**config.mk**
```make
export PLATFORM = sky130hd
export DESIGN_NAME = ddr_wr_burst
export DESIGN_NICKNAME = d
export VERILOG_FILES = /design/src/rtl/ddr_wr_burst.sv
export SDC_FILE = /design/constraint.sdc
export NUM_CORES = 1
export LEC_CHECK = 0
export ABC_AREA = 1
export BUFFER_PORTS_ARGS = -buffer_cell sky130_fd_sc_hd__buf_2
export CORE_ASPECT_RATIO = 0.9
export CORE_MARGIN = 2
export CORE_UTILIZATION = 40
export CTS_CLUSTER_SIZE = 25
export DETAILED_ROUTE_END_ITERATION = 6
export PLACE_DENSITY = 0.55
export SYNTH_ARGS = -nofsm -noshare
export SYNTH_HDL_FRONTEND = slang
export SYNTH_SLANG_ARGS = --single-unit
```
**constraint.sdc**
```tcl
create_clock -name clk -period 25.4 [get_ports clk]
set_clock_uncertainty 0.05 [all_clocks]
set_input_delay 0 -clock clk [delete_from_list [all_inputs] [get_ports clk]]
set_output_delay 0 -clock clk [all_outputs]
set_load 0.01 [all_outputs]
```
**src/rtl/ddr_wr_burst.sv**
```systemverilog
`default_nettype none
// ============================================================================
// Module      : ddr_wr_burst
// Description : Write-burst staging FIFO between the Wishbone write buffer and
//               the DDR command/PHY layer. Collects 4-beat write bursts, then
//               replays each one as a DDR write command followed by 4
//               PHY-paced data beats with DDR data-mask bits.
// Options     : DDR_WR_SKIP_EMPTY_EN - drop bursts whose 16 byte-valid bits
//               are all zero instead of forwarding them.
// Revision    : 1.0 - initial release
// ============================================================================
module ddr_wr_burst #(
  parameter int DEPTH_LOG2 = 1
) (
  input  logic        clk,
  input  logic        reset,
  // upstream burst input
  input  logic        i_wr_req,
  input  logic [27:0] i_wr_adr,
  input  logic [31:0] i_wr_dat,
  input  logic [3:0]  i_wr_val,
  output logic        o_wr_ack,
  // DDR command side
  output logic        o_ddr_cmd_req,
  output logic [27:0] o_ddr_cmd_adr,
  input  logic        i_ddr_cmd_ack,
  // PHY write-data side
  input  logic        i_ddr_wd_rd,
  output logic [31:0] o_ddr_wd_dat,
  output logic [3:0]  o_ddr_wd_mask,
  output logic        o_busy
);

  localparam int                  c_DEPTH     = 1 << DEPTH_LOG2;
  localparam logic [DEPTH_LOG2:0] c_DEPTH_CNT = (DEPTH_LOG2 + 1)'(c_DEPTH);

  // Burst storage, one beat per packed element.
  logic [3:0][31:0] r_mem_dat [c_DEPTH];
  logic [3:0][3:0]  r_mem_val [c_DEPTH];
  logic [27:0]      r_mem_adr [c_DEPTH];

  // Pointers carry one extra MSB so full and empty are distinguishable.
  logic [DEPTH_LOG2:0] r_tail;
  logic [DEPTH_LOG2:0] r_cmd;
  logic [DEPTH_LOG2:0] r_head;
  logic [DEPTH_LOG2:0] r_count;
  logic                r_full;
  logic [1:0]          r_in_beat;
  logic [1:0]          r_out_beat;

  logic [DEPTH_LOG2-1:0] w_tail_idx;
  logic [DEPTH_LOG2-1:0] w_cmd_idx;
  logic [DEPTH_LOG2-1:0] w_head_idx;
  logic                  w_in_fire;
  logic                  w_last_in;
  logic                  w_commit;
  logic                  w_cmd_fire;
  logic                  w_data_rdy;
  logic                  w_rd_fire;
  logic                  w_free;
  logic [DEPTH_LOG2:0]   w_count_nxt;

  assign w_tail_idx = r_tail[DEPTH_LOG2-1:0];
  assign w_cmd_idx  = r_cmd[DEPTH_LOG2-1:0];
  assign w_head_idx = r_head[DEPTH_LOG2-1:0];

  // Input side: full only ever blocks at a burst start, because count moves
  // up only when a whole burst commits.
  assign o_wr_ack  = i_wr_req && !r_full;
  assign w_in_fire = o_wr_ack;
  assign w_last_in = w_in_fire && (r_in_beat == 2'd3);

`ifdef DDR_WR_SKIP_EMPTY_EN
  // Beats 0..2 are already stored; beat 3 is still on the input port.
  logic w_empty_burst;
  assign w_empty_burst = (r_mem_val[w_tail_idx][2:0] == '0) && (i_wr_val == 4'h0);
  assign w_commit      = w_last_in && !w_empty_burst;
`else
  assign w_commit      = w_last_in;
`endif

  // Command side: every committed entry not yet announced gets a command.
  assign o_ddr_cmd_req = (r_cmd != r_tail);
  assign o_ddr_cmd_adr = r_mem_adr[w_cmd_idx];
  assign w_cmd_fire    = o_ddr_cmd_req && i_ddr_cmd_ack;

  // Data side: the head entry may stream only once its command was accepted.
  assign w_data_rdy    = (r_head != r_cmd);
  assign w_rd_fire     = w_data_rdy && i_ddr_wd_rd;
  assign w_free        = w_rd_fire && (r_out_beat == 2'd3);

  assign o_ddr_wd_dat  = w_data_rdy ? r_mem_dat[w_head_idx][r_out_beat] : 32'h0;
  assign o_ddr_wd_mask = w_data_rdy ? ~r_mem_val[w_head_idx][r_out_beat] : 4'hF;

  assign o_busy        = (r_count != '0) || (r_in_beat != 2'd0);

  // Next occupancy: a commit and a free in the same cycle cancel out.
  always_comb begin
    w_count_nxt = r_count;
    if (w_commit && !w_free) begin
      w_count_nxt = r_count + 1'b1;
    end else if (!w_commit && w_free) begin
      w_count_nxt = r_count - 1'b1;
    end
  end

  // Pointer, beat counter and occupancy bookkeeping.
  always_ff @(posedge clk or posedge reset) begin
    if (reset) begin
      r_tail     <= '0;
      r_cmd      <= '0;
      r_head     <= '0;
      r_count    <= '0;
      r_full     <= 1'b0;
      r_in_beat  <= 2'd0;
      r_out_beat <= 2'd0;
    end else begin
      if (w_in_fire) begin
        r_in_beat <= r_in_beat + 2'd1;
      end
      if (w_commit) begin
        r_tail <= r_tail + 1'b1;
      end
      if (w_cmd_fire) begin
        r_cmd <= r_cmd + 1'b1;
      end
      if (w_rd_fire) begin
        r_out_beat <= r_out_beat + 2'd1;
      end
      if (w_free) begin
        r_head <= r_head + 1'b1;
      end
      r_count <= w_count_nxt;
      r_full  <= (w_count_nxt == c_DEPTH_CNT);
    end
  end

  // Beat capture into the tail slot; a partial burst lives there until commit.
  always_ff @(posedge clk or posedge reset) begin
    if (reset) begin
      for (int i = 0; i < c_DEPTH; i++) begin
        r_mem_dat[i] <= '0;
        r_mem_val[i] <= '0;
        r_mem_adr[i] <= '0;
      end
    end else if (w_in_fire) begin
      r_mem_dat[w_tail_idx][r_in_beat] <= i_wr_dat;
      r_mem_val[w_tail_idx][r_in_beat] <= i_wr_val;
      if (r_in_beat == 2'd0) begin
        r_mem_adr[w_tail_idx] <= i_wr_adr;
      end
    end
  end

endmodule
`default_nettype wire

```
# == Yosys cells after proc, flatten, opt, wreduce, memory -nomap -nowiden ==
# Index checks and enable logic that the tools add are counted.
# word_totals
inputBits,69
reg_bits,357
# op_classes
bitwise,4
muxes,30
n_lt_le_gt_ge,7
add_sub_neg,7
eq_ne,5
reduce_logical,17
# ops
operator,count
128-bit two-way mux,4
256-bit bitwise mux,1
128-bit demux with 1-bit select,1
28-bit two-way mux,4
32-bit two-way mux,3
32-bit binary-select mux with 2-bit select,1
32-bit demux with 2-bit select,1
16-bit two-way mux,4
56-bit bitwise mux,1
32-bit bitwise mux,1
28-bit demux with 1-bit select,1
16-bit demux with 1-bit select,1
"2-bit by 1-bit adder with 2-bit output, second input constant",6
4-bit two-way mux,3
1-bit logical AND,9
4-bit binary-select mux with 2-bit select,1
4-bit demux with 2-bit select,1
"2-bit == test, second input constant",3
"2-bit greater-or-equal comparator, second input constant",3
"2-bit by 3-bit < comparator with 1-bit output, second input constant",2
1-bit inverter with 2-bit output,3
2-bit two-way mux,2
2-bit inequality test,2
4-bit inverter,1
other kinds (8),11

# == Longest topological paths before layout ==
# depth
word_depth,8
ltp_mapped,11
mapped_depth_nobuf,11

# == Worst setup path after synthesis ==
# Ideal clock, no wire load.
# synth_path
kind,register to register
startpoint,register r_in_beat[0]
endpoint,register r_mem_dat[227] in the netlist's numbering
stages_incl_launch_ff,8
setup_time_ps,83
synth_period_minus_slack_ps,1452
required_time_ps,25267
slack_ps,23948
arrival_time_ps,1319
path_buffers,1
cell_sequence,dfrtp_1 > ha_1 > nand2_1 > inv_1 > nand2_2 > clkbuf_1 > nand2_1 > o21ai_0
# synth_between
elab_chain_len,7
# synth_rtl
item,line_no,rtl
start: declaration,48,logic [1:0] r_in_beat;
start signal: assignment,119,r_in_beat <= r_in_beat + 2'd1;
2-bit by 3-bit < comparator with 1-bit output (not written as such) / 2-bit by 1-bit greater-or-equal comparator with 1-bit output (equally long branches),147,r_mem_dat[w_tail_idx][r_in_beat] <= i_wr_dat;
1-bit logical AND (not written as such),147,
32-bit two-way mux (not written as such),147,
32-bit demux with 2-bit select (*),147,
128-bit two-way mux (not written as such) (*),147,
128-bit demux with 1-bit select (*),147,
256-bit bitwise mux (*),147,
end signal: indexed assignment,147,
end: declaration,38,logic [3:0][31:0] r_mem_dat [c_DEPTH];
# Mark *: on every way between the ends. The rest lies on a longest branch, timed or not.
# A chain may end at the register's enable or synchronous reset.

# == Worst setup path in the final report ==
# layout_path
startpoint,register r_head[0]
endpoint,output port o_ddr_wd_dat[26]
# layout_between
elab_chain_len,7
# layout_rtl
item,line_no,rtl
start: declaration,45,logic [DEPTH_LOG2:0] r_head;
start signal: assignment,131,r_head <= r_head + 1'b1;
1-bit inverter with 2-bit output (not written as such),92,assign o_ddr_wd_dat = w_data_rdy ? r_mem_dat[w_head_idx][r_out_beat] : 32'h0;
128-bit two-way mux (not written as such) (3 in series),92,
32-bit binary-select mux with 2-bit select,92,
32-bit two-way mux (not written as such),92,
32-bit two-way mux (*),92,
end: declaration,29,"output logic [31:0] o_ddr_wd_dat,"
# Mark *: on every way between the ends. The rest lies on a longest branch, timed or not. The select of a mux whose other input is x is not followed.

==> impl_metrics.sql <==
INSERT INTO impl_metrics (metric_group, metric, value, unit) VALUES
('run_status', 'run_status', 'completed', ''),
('critical_path', 'worst_endpoint_required_time', '25.35', 'ns'),
('critical_path', 'timing.reg2reg.worst_path_depth', '10', ''),
('grt', 'initial_antenna_violation_count', '0', ''),
('synthesis', 'ys_top_cells_by_area', 'sky130_fd_sc_hd__dfrtp_1 56%, sky130_fd_sc_hd__o21ai_0 14%, sky130_fd_sc_hd__nand2_1 11%, sky130_fd_sc_hd__nor2_1 6.7%, sky130_fd_sc_hd__o21ai_1 2.2%', ''),
('timing', 'layout_setup_ws', '21.78', 'ns'),
('floorplan', 'row_count', '69', ''),
('floorplan', 'floorplan.initialDensity', '0.404', ''),
('grt', 'first_global_vias', '12900', ''),
('critical_path', 'worst_ep_arrival_time', '3.57', 'ns'),
('power_and_ir_drop', 'p_per_area', '137', 'nW/um^2'),
('power_and_ir_drop', 'leakage', '9.06', 'nW'),
('critical_path', 'reg2reg_slack', '22.26', 'ns'),
('worst_hold_path', 'hold_class', 'in -> async', ''),
('clock_network', 'tritoncts.num_buffers', '40', ''),
('timing', 'final_min_period_over_clock_period', '0.142', ''),
('routing', 'dr_wl_met2', '19200', 'um'),
('routing', 'vias', '13200', ''),
('critical_path', 'reg2reg_to', 'r_full$_DFF_PP0_', ''),
('timing', 'timing_max_transition_violations_final', '0', ''),
('timing', 'fin_crit', '3.62', 'ns'),
('synthesis', 'synth_top_flop_cell', 'sky130_fd_sc_hd__dfrtp_1', ''),
('synthesis', 'cell_area_after_synthesis', '15900', 'um^2'),
('synthesis', 'sequential_fraction_of_the_synthesis_area', '0.561', ''),
('grt', 'grt.overflow.total', '0', ''),
('critical_path', 'startpoint', 'r_head[0]$_DFFE_PP0P_', ''),
('synthesis', 'distinct_cells_synth', '26', ''),
('timing', 'max_freq', '276', 'MHz'),
('timing', 'slew_headroom', '0.224', ''),
('timing', 'rsz_0062_raised_after_global_routing', 'false', ''),
('routing', 'first_pass_iters', '7', ''),
('floorplan', 'die_area', '41400', 'um^2'),
('clock_network', 'clock_tree.root_cell', 'sky130_fd_sc_hd__clkbuf_16', ''),
('critical_path', 'critical_path.max_fanout', '76', ''),
('timing', 'tightest_slew', '1.16', 'ns'),
('routing', 'route.detailed.drc', '0', ''),
('cells_and_area', 'share_of_cells_above_drive_strength_1', '0.110', ''),
('routing', 'met3_wirelength', '1850', 'um'),
('timing', 'timing_hold_violations_final', '0', ''),
('clock_network', 'clk-insertion-delay-late', '0.53', 'ns'),
('job', 'timing.max_cap.violations', '0', ''),
('synthesis', 'synth_top_area_frac', '0.561', ''),
('cells_and_area', 'antennaDiodeCount', '0', ''),
('synthesis', 'ys_warn_count', '0', ''),
('timing', 'finalSetupViolCount', '0', ''),
('synthesis', 'yosysMostFrequentCell', 'sky130_fd_sc_hd__o21ai_0', ''),
('clock_network', 'cts_htree_levels', '2', ''),
('grt', 'grt_pass1_wl', '71200', 'um'),
('routing', 'uppermost_layer_routed', 'met4', ''),
('synthesis', 'nets_in_the_synthesized_netlist', '1983', ''),
('clock_network', 'ctsHoldBuffers', '68', ''),
('synthesis', 'yosys.area.top_type', 'sky130_fd_sc_hd__dfrtp_1', ''),
('critical_path', 'crit_path_start_kind', 'register', ''),
('floorplan', 'die_width', '214', 'um'),
('critical_path', 'setup.worst_path.class', 'reg -> out', ''),
('clock_network', 'tritoncts', 'done', ''),
('power_and_ir_drop', 'vdd.ir_drop.worst', '0.0641', 'mV'),
('place', 'placement.setup.worst_slack', '22.24', 'ns'),
('synthesis', 'synthArstFlopShare', '1.00', ''),
('clock_network', 'numClockSinks', '357', ''),
('routing', 'wl_met1', '21200', 'um'),
('cells_and_area', 'final_net_count', '2105', ''),
('clock_network', 'clkTransAtPathRegs', '0.06', 'ns'),
('cells_and_area', 'area_delta_synth_final', '17.4', '%'),
('clock_network', 'post_cts_resized', '0', ''),
('routing', 'drt.antenna.violating_nets', '0', ''),
('place', 'gp_routability_congestion', '0.753', ''),
('routing', 'post_drt_wl_per_cell', '16.7', 'um'),
('floorplan', 'floorplan.core_area', '39400', 'um^2'),
('floorplan', 'dieHeight', '193', 'um'),
('grt', 'grt_start_max_net_pins', '179', '');
[layer usage]
metal | vias up | track usage
met5 | - | 0
met4 | 0 | 0.0538
met3 | 61 | 0.0255
met2 | 321 | 0.337
met1 | 6298 | 0.305
li1 | 6474 | -
[sequential cells by signal, summed over array words and instances, names as in the netlist]
signal	flops
r_mem_dat	256
r_mem_adr	56
r_mem_val	32
r_cmd	2
r_count	2
r_head	2
r_in_beat	2
r_out_beat	2
r_tail	2
r_full	1
[cell families (layout without fill, tap and decap cells)]
group / count (synthesis) / after routing / share of synthesized area
adder cells (fa/ha/maj): 6 / 6 / 0.00471
XOR/XNOR: 6 / 6 / 0.00330
flip-flops: 357 / 357 / 0.561
AND/OR/NAND/NOR: 753 / 753 / 0.182
buffers and inverters: 219 / 365 / 0.0622
AO/OA/AOI/OAI: 567 / 567 / 0.187
[worst max-delay path by stage]
stage | end | slack, ns
floorplan | r_cmd[0]$_DFFE_PP0P_ | 15.44
global placement | r_full$_DFF_PP0_ | 22.29
detailed placement | r_full$_DFF_PP0_ | 22.24
CTS | o_ddr_wd_dat[25] | 21.73
global route | o_ddr_wd_dat[0] | 21.52
finish | o_ddr_wd_dat[26] | 21.78
[metrics by stage]
step	hold WS, ns	util	instances	power [mW]	area [um^2]
2_1_floorplan	0.0976	-	1908	1.68	15900
3_3_place_gp	0.164	0.425	2452	1.98	16700
3_5_place_dp	0.153	0.425	2452	2.00	16700
4_1_cts	0.134	0.475	2586	2.59	18700
5_1_grt	0.129	0.475	2586	2.78	18700
6_report	0.0797	0.475	2586	2.56	18700
[report_power, final]
part | switching, mW | internal (mW)
clock network | 0.226 | 0.340
logic | 0.638 | 0.364
registers | 0.165 | 0.828
total | 1.03 | 1.53
[worst max-delay path, stage by stage, from the launching register on]
cell and delay [ns]:
sky130_fd_sc_hd__dfrtp_4 0.69, sky130_fd_sc_hd__inv_4 0.71, sky130_fd_sc_hd__buf_4 0.77, sky130_fd_sc_hd__nor2_1 0.08, sky130_fd_sc_hd__o32ai_1 0.26, sky130_fd_sc_hd__nor2_1 0.06, sky130_fd_sc_hd__nor2_1 0.25, sky130_fd_sc_hd__buf_2 0.19
[cells in the final DEF (no fill, tap or decap), types with 2 or more instances in the layout]
cell                            synthesis  layout
sky130_fd_sc_hd__xor2_1                 5       5
sky130_fd_sc_hd__inv_2                  3       2
sky130_fd_sc_hd__nand3_4                1       3
sky130_fd_sc_hd__nand2_2                2       2
sky130_fd_sc_hd__clkinv_2               0       7
sky130_fd_sc_hd__clkbuf_1              65       7
sky130_fd_sc_hd__nand4_1                2       2
sky130_fd_sc_hd__inv_1                 78      77
sky130_fd_sc_hd__nand3_1                3       2
sky130_fd_sc_hd__dlygate4sd3_1          0      68
sky130_fd_sc_hd__o21ai_0              456     456
sky130_fd_sc_hd__buf_4                  5      14
sky130_fd_sc_hd__ha_1                   6       6
sky130_fd_sc_hd__dfrtp_1              357     355
sky130_fd_sc_hd__dfrtp_4                0       2
sky130_fd_sc_hd__nand2_1              454     454
sky130_fd_sc_hd__clkbuf_16              0      41
sky130_fd_sc_hd__a21oi_1                2       2
sky130_fd_sc_hd__clkbuf_8               0       9
sky130_fd_sc_hd__o211ai_1               8       8
sky130_fd_sc_hd__buf_2                 54     135
sky130_fd_sc_hd__o21ai_1               69      69
sky130_fd_sc_hd__nand3_2                6       5
sky130_fd_sc_hd__o32ai_1               32      32
sky130_fd_sc_hd__bufinv_16              0       2
sky130_fd_sc_hd__nor2_1               284     284
[layout make-up]
type                       instances  area, um^2
fill                            3908       20700
sequential                       357        8940
multi-input combinational       1332        6020
timing repair buffer             218        1480
clock buffer                      57        1180
tap                              532         666
inverter                          81         314
clock inverter                     9        95.1
Power figures use the tool's default switching activity.
